`src/rtl/cordic_arbiter.sv`:
```
// Round-robin arbiter sharing one CORDIC vectoring core among NUM_REQ requesters; results are routed back via an in-order tag FIFO.
// Optional macro CORDIC_ARB_ERR_EN enables the sticky spurious-result / overflow flag on err_out.
module cordic_arbiter #(
  parameter int NUM_REQ    = 4,
  parameter int DATA_WIDTH = 32
) (
  input  logic                                clk_in,
  input  logic                                rst_n_in,
  input  logic [NUM_REQ-1:0]                  req_valid_in,
  input  logic [NUM_REQ*DATA_WIDTH-1:0]       req_data_in,
  output logic [NUM_REQ-1:0]                  req_ready_out,
  output logic [DATA_WIDTH-1:0]               cordic_tdata_out,
  output logic                                cordic_tvalid_out,
  input  logic                                cordic_tready_in,
  input  logic [DATA_WIDTH-1:0]               cordic_dout_in,
  input  logic                                cordic_dout_valid_in,
  output logic [NUM_REQ*(DATA_WIDTH/2)-1:0]   resp_angle_out,
  output logic [NUM_REQ-1:0]                  resp_valid_out,
  input  logic [NUM_REQ-1:0]                  resp_ready_in,
  output logic                                err_out
);

  localparam int HW = DATA_WIDTH / 2;
  localparam int IW = (NUM_REQ > 1) ? $clog2(NUM_REQ) : 1;
  localparam int CW = $clog2(NUM_REQ + 1);

  typedef enum logic {
    ST_ARB   = 1'b0,
    ST_ISSUE = 1'b1
  } state_e;

  state_e             state_q, state_d;
  logic [IW-1:0]      rr_ptr_q, tag_q, grant_idx, cand;
  logic               grant_found;
  logic [NUM_REQ-1:0] pending_q, eligible, consume;
  logic               accept, handshake, push, pop, full, empty;
  logic [IW-1:0]      fifo_mem [NUM_REQ];
  logic [IW-1:0]      wr_ptr_q, rd_ptr_q, head_tag;
  logic [CW-1:0]      count_q;
  logic               unused_dout_lo;

  function automatic logic [IW-1:0] wrap_inc(input logic [IW-1:0] v);
    return (v == IW'(NUM_REQ - 1)) ? '0 : v + IW'(1);
  endfunction

  // Handshakes: a transfer happens on a cycle where valid and ready are both 1.
  // Requesters see a one-cycle ready pulse; the CORDIC side holds tdata/tvalid until tready.
  assign eligible = req_valid_in & ~pending_q;
  assign consume  = resp_valid_out & resp_ready_in;

  always_comb begin
    grant_found = 1'b0;
    grant_idx   = '0;
    cand        = rr_ptr_q;
    for (int k = 0; k < NUM_REQ; k++) begin
      if (!grant_found && eligible[cand]) begin
        grant_found = 1'b1;
        grant_idx   = cand;
      end
      cand = wrap_inc(cand);
    end
  end

  always_comb begin
    state_d       = state_q;
    req_ready_out = '0;
    accept        = 1'b0;
    handshake     = 1'b0;
    case (state_q)
      ST_ARB: begin
        if (grant_found) begin
          accept                   = 1'b1;
          req_ready_out[grant_idx] = 1'b1;
          state_d                  = ST_ISSUE;
        end
      end
      ST_ISSUE: begin
        if (cordic_tready_in) begin
          handshake = 1'b1;
          state_d   = ST_ARB;
        end
      end
    endcase
  end

  always_ff @(posedge clk_in or negedge rst_n_in) begin
    if (!rst_n_in) begin
      state_q           <= ST_ARB;
      rr_ptr_q          <= '0;
      tag_q             <= '0;
      cordic_tdata_out  <= '0;
      cordic_tvalid_out <= 1'b0;
      pending_q         <= '0;
    end else begin
      state_q   <= state_d;
      pending_q <= (pending_q & ~consume) | req_ready_out;
      if (accept) begin
        cordic_tdata_out  <= req_data_in[int'(grant_idx)*DATA_WIDTH +: DATA_WIDTH];
        cordic_tvalid_out <= 1'b1;
        tag_q             <= grant_idx;
        rr_ptr_q          <= wrap_inc(grant_idx);
      end else if (handshake) begin
        cordic_tvalid_out <= 1'b0;
      end
    end
  end

  // Tag FIFO: pop decisions use the occupancy registered at the start of the cycle.
  assign empty    = (count_q == '0);
  assign full     = (count_q == CW'(NUM_REQ));
  assign pop      = cordic_dout_valid_in & ~empty;
  assign push     = handshake & (~full | pop);
  assign head_tag = fifo_mem[rd_ptr_q];

  always_ff @(posedge clk_in or negedge rst_n_in) begin
    if (!rst_n_in) begin
      wr_ptr_q <= '0;
      rd_ptr_q <= '0;
      count_q  <= '0;
      for (int i = 0; i < NUM_REQ; i++) fifo_mem[i] <= '0;
    end else begin
      if (push) begin
        fifo_mem[wr_ptr_q] <= tag_q;
        wr_ptr_q           <= wrap_inc(wr_ptr_q);
      end
      if (pop) rd_ptr_q <= wrap_inc(rd_ptr_q);
      case ({push, pop})
        2'b10:   count_q <= count_q + CW'(1);
        2'b01:   count_q <= count_q - CW'(1);
        default: count_q <= count_q;
      endcase
    end
  end

  always_ff @(posedge clk_in or negedge rst_n_in) begin
    if (!rst_n_in) begin
      resp_valid_out <= '0;
      resp_angle_out <= '0;
    end else begin
      resp_valid_out <= resp_valid_out & ~consume;
      if (pop) begin
        resp_valid_out[head_tag]                   <= 1'b1;
        resp_angle_out[int'(head_tag)*HW +: HW]    <= cordic_dout_in[DATA_WIDTH-1:HW];
      end
    end
  end

  assign unused_dout_lo = ^cordic_dout_in[HW-1:0];

`ifdef CORDIC_ARB_ERR_EN
  logic err_q;
  always_ff @(posedge clk_in or negedge rst_n_in) begin
    if (!rst_n_in) begin
      err_q <= 1'b0;
    end else if ((cordic_dout_valid_in && empty) || (handshake && full && !pop)) begin
      err_q <= 1'b1;
    end
  end
  assign err_out = err_q;
`else
  assign err_out = 1'b0;
`endif

endmodule

```
`config.mk`:
```
export PLATFORM = sky130hd
export DESIGN_NAME = cordic_arbiter
export DESIGN_NICKNAME = d
export VERILOG_FILES = /design/src/rtl/cordic_arbiter.sv
export SDC_FILE = /design/constraint.sdc
export NUM_CORES = 1
export LEC_CHECK = 0
export CAP_MARGIN = 20
export CORE_MARGIN = 2
export CORE_UTILIZATION = 45
export DETAILED_ROUTE_END_ITERATION = 10
export GPL_ROUTABILITY_DRIVEN = 0
export HOLD_SLACK_MARGIN = 0.12
export PLACE_DENSITY = 0.88
export SLEW_MARGIN = 20
export SYNTH_ARGS = -nofsm -noshare
export SYNTH_HDL_FRONTEND = slang
export SYNTH_SLANG_ARGS = --single-unit
```
`constraint.sdc`:
```
create_clock -name clk_in -period 4.9 [get_ports clk_in]
set_input_delay 0.98 -clock clk_in [delete_from_list [all_inputs] [get_ports clk_in]]
set_output_delay 0.98 -clock clk_in [all_outputs]
set_load 0.01 [all_outputs]
```
==> summary.txt, run 1 <==
Global route
  • Number of global-route vias before repair: 5475
  • GRT Total Usage: 0.2554
  • Initial antenna violation count: 0
  • First-pass GRT wire length: 28.33 mm
  • Largest net degree at the start of global routing: 57
  • Total grt overflow: 0

Drt
  • DRC Markers: 0
  • Vias: 5299
  • Drt pass-1 iters: 5
  • DR WL met3: 1.476 mm
  • Post-Route M1 WL: 6.875 mm
  • WL/cell: roughly 19 um
  • Max Used Layer: met4
  • Final wirelength: 17.86 mm
  • Vias per cell: roughly 5.6
  • Final ANT Viol Nets: 0
  • Metal2 WL: ~9 mm
  • Iter 0 DRT Violations: 325

Power
  • Pwr Total: 6.811 mW
  • Leakage: 4.202 nW
  • Peak VDD IR: 0.4063 mV
  • PD cells: ~730 mW/mm^2

Hold path
  • Hold crit path type: reg -> reg

Logic synthesis
  • Yosys reg bits: approximately 130
  • Syn Std Cell Area: 0.005968 sq mm
  • EDFF count, synth: 0
  • Avg Cell Area, Syn: 12.23 sq um
  • Post-synthesis sequential area ratio: 0.5241
  • Netlist cell types: 51
  • YS warnings: 0
  • Main flop type after synthesis: dfrtp_1
  • Async set-reset flop share out of synthesis: 1.000
  • Cells after synthesis: 488
  • Syn nets: 676

Floorplanning
  • Die X-Extent: around 120 um
  • Starting Density: 0.4561
  • Die Ht: 119.2 um
  • IO Pins: around 280
  • Core box area: 0.01309 sq mm
  • Die area: about 0.014 sq mm
  • Row count: 42

Placement
  • Placed inst area: 0.008720 sq mm
  • IO buf count: between 200 and 300
  • DP HPWL: 13.30 mm

Timing
  • Unrepaired setup endpoints after global routing: false
  • Setup TNS: 0 ps
  • Ratio of final minimum period to clock period: 0.9212
  • Max-slew headroom: 0.4939
  • Endpoints failing setup: 0
  • Worst Tran Pin Value: about 760 ps
  • Count of pins over their slew limit: 0
  • Final min period: 4514 ps
  • Clk_skew: 11.06 ps
  • Max Freq: 0.2215 GHz
  • Endpoints failing hold: 0

Worst setup path
  • CP endpoint kind: primary output
  • Crit path max-delay family: buffers and inverters
  • Crit path buffers/inverters: 3
  • R2R cell count: 7
  • Crit path to: req_ready_out[3]
  • Reg2Reg Launch Point: rd_ptr_q[0]
  • Crit path from: req_valid_in[3]
  • Critical path arrival: 3530 ps
  • Critical path required time: 3920 ps
  • Cell count along the critical path: 10
  • Worst path slowest cell: clkdlybuf4s50_1
  • CP peak stage delay: 540 ps
  • R2r endpoint: resp_angle_out[45]
  • Setup Crit Path Kind: in -> out
  • CP max FO: 5
  • Critical path startpoint category: input port
  • CP cell instances: clkdlybuf4s50_1 -> nor2b_1 -> nor2_2 -> a221oi_1 -> o221ai_1 -> nand2_4 -> inv_2 -> ha_1 -> and2_1 -> clkdlybuf4s50_1
  • Worst R2R Setup Slack: 1690 ps
  • Top cell by count, worst path: clkdlybuf4s50_1

Cells and area
  • Final nets: 939
  • Area grow syn2layout: 56.25%
  • Antenna cells: 0
  • Post-Layout Inst Area: 0.009325 sq mm
  • Share of cells above drive strength 1: 0.09830

CTS
  • Bufs on Longest Clock Path: 2
  • Sink Count: 125
  • Root Buffer: clkbuf_16
  • Num CTS Buffers: 17
  • Clk_lat worst skew: 410 ps
  • H-tree depth: 4
  • Post-CTS Hold Buffers: 0
  • Clock transition at the registers of the reported paths: 60 ps
  • TritonCTS clock tree: built
  • Post-CTS Repair Setup Buffers: 0
  • Number of gates resized after CTS: 0

Status
  • Status: complete, no violations

Run
  • MaxCap Viol Count: 0
==> Yosys cell counts, types with 2 or more instances <==
master,n,area share
dfrtp_1,125,0.52
mux2i_1,66,0.11
a22o_1,64,0.094
nand2_1,57,0.036
o221ai_1,33,0.048
ha_1,15,0.031
inv_1,13,0.0082
buf_2,12,0.010
mux2_2,11,0.021
nor2_1,11,0.0069
o21ai_0,11,0.0092
clkbuf_1,7,0.0044
a21o_1,5,0.0063
buf_4,5,0.0063
a21oi_1,4,0.0034
mux4_2,3,0.011
nand2b_4,3,0.0069
nor3_1,3,0.0025
buf_6,2,0.0038
nand2b_1,2,0.0021
nor2b_1,2,0.0021
nor3_2,2,0.0034
nor4b_2,2,0.0050
o21a_1,2,0.0025
xor2_1,2,0.0029
==> tightest hold or removal path, stage by stage (launching register included) <==
cell and delay, ps:
dfrtp_1 340, nand2_1 50, o221ai_1 60
==> flip-flops by register name, indices dropped and copies added, names as in the netlist <==
name               flops
wr_ptr_q               2
resp_valid_out         4
cordic_tdata_out      32
state_q                1
count_q                3
resp_angle_out        64
pending_q              4
rd_ptr_q               2
cordic_tvalid_out      1
rr_ptr_q               2
tag_q                  2
fifo_mem               8
==> power by group <==
part           total (mW)  switching, mW  internal (mW)  leakage [nW]
combinational        3.72           1.84           1.88          2.29
sequential           1.82          0.321           1.50          1.63
clock                1.27          0.462          0.812         0.288
total                6.81           2.62           4.19          4.20
==> worst min-delay path by stage <==
stage                              start                    to  slack (ps)  depth (start not counted)
floorplan                     count_q[2]            count_q[2]         460                          1
global placement     cordic_tdata_out[9]   cordic_tdata_out[9]         470                          2
detailed placement   cordic_tdata_out[0]   cordic_tdata_out[0]         480                          2
CTS                 cordic_tdata_out[27]  cordic_tdata_out[27]         490                          2
global route        cordic_tdata_out[15]  cordic_tdata_out[15]         510                          2
finish              cordic_tdata_out[27]  cordic_tdata_out[27]         490                          2
==> placed cells by master (no fill, tap or decap), types with 11 or more instances in the layout <==
| cell | netlist | layout |
|---|---|---|
| a22o_1 | 64 | 64 |
| buf_4 | 5 | 13 |
| clkbuf_16 | 0 | 17 |
| clkdlybuf4s50_1 | 0 | 259 |
| dfrtp_1 | 125 | 125 |
| ha_1 | 15 | 15 |
| inv_1 | 13 | 13 |
| mux2_2 | 11 | 11 |
| mux2i_1 | 66 | 66 |
| nand2_1 | 57 | 57 |
| nor2_1 | 11 | 11 |
| o21ai_0 | 11 | 11 |
| o221ai_1 | 33 | 33 |
==> kinds of logic after synthesis <==
| group | synth area share |
|---|---|
| xor+xnor | 0.004403 |
| buf+inv | 0.03711 |
| mux | 0.1428 |
| compound gates | 0.1763 |
| other cells | 0.0006283 |
| flops | 0.5241 |
| fa+ha+maj | 0.03480 |
| simple gates | 0.07988 |
==> metal layers <==
| layer | up-vias | track usage |
|---|---|---|
| met5 | - | 0 |
| met4 | 0 | 0.1094 |
| met3 | 41 | 0.06322 |
| met2 | 321 | 0.4375 |
| met1 | 2574 | 0.3058 |
| li1 | 2363 | - |
==> area by class of cell <==
type | instances | area, sq um
fillers | 856 | 3760
clock inverters | 13 | 166.4
multi-input cells | 321 | 2629
flip-flops and latches | 125 | 3128
well taps | 176 | 220.2
repair buffers | 272 | 2690
inverters | 14 | 52.55
clock buffers | 18 | 439.2
==> metrics by stage <==
| stage | worst slack, ps | hold WS, ps | utilization | instances |
|---|---|---|---|---|
| after detailed placement | 405.4 | 475.8 | 0.6664 | 908 |
| after floorplan | 1465 | 456.2 | - | 488 |
| after CTS | 394.4 | 491.6 | 0.7127 | 939 |
| final | 386.1 | 485.7 | 0.7127 | 939 |
| after global placement | 556.1 | 468.5 | 0.6664 | 908 |
| after global routing | 251.6 | 512.4 | 0.7127 | 939 |
Note: power is estimated with default switching activity, not from simulation.
==> run 2: changes to the inputs <==
--- a/config.mk
+++ b/config.mk
@@ -5,7 +5,7 @@
 export SDC_FILE = /design/constraint.sdc
 export NUM_CORES = 1
 export LEC_CHECK = 0
-export CAP_MARGIN = 20
+export ABC_AREA = 0
 export CORE_MARGIN = 2
 export CORE_UTILIZATION = 45
 export DETAILED_ROUTE_END_ITERATION = 10
==> results of run 2 <==
No change in the layout: final DEF, timing and power equal those of run 1.
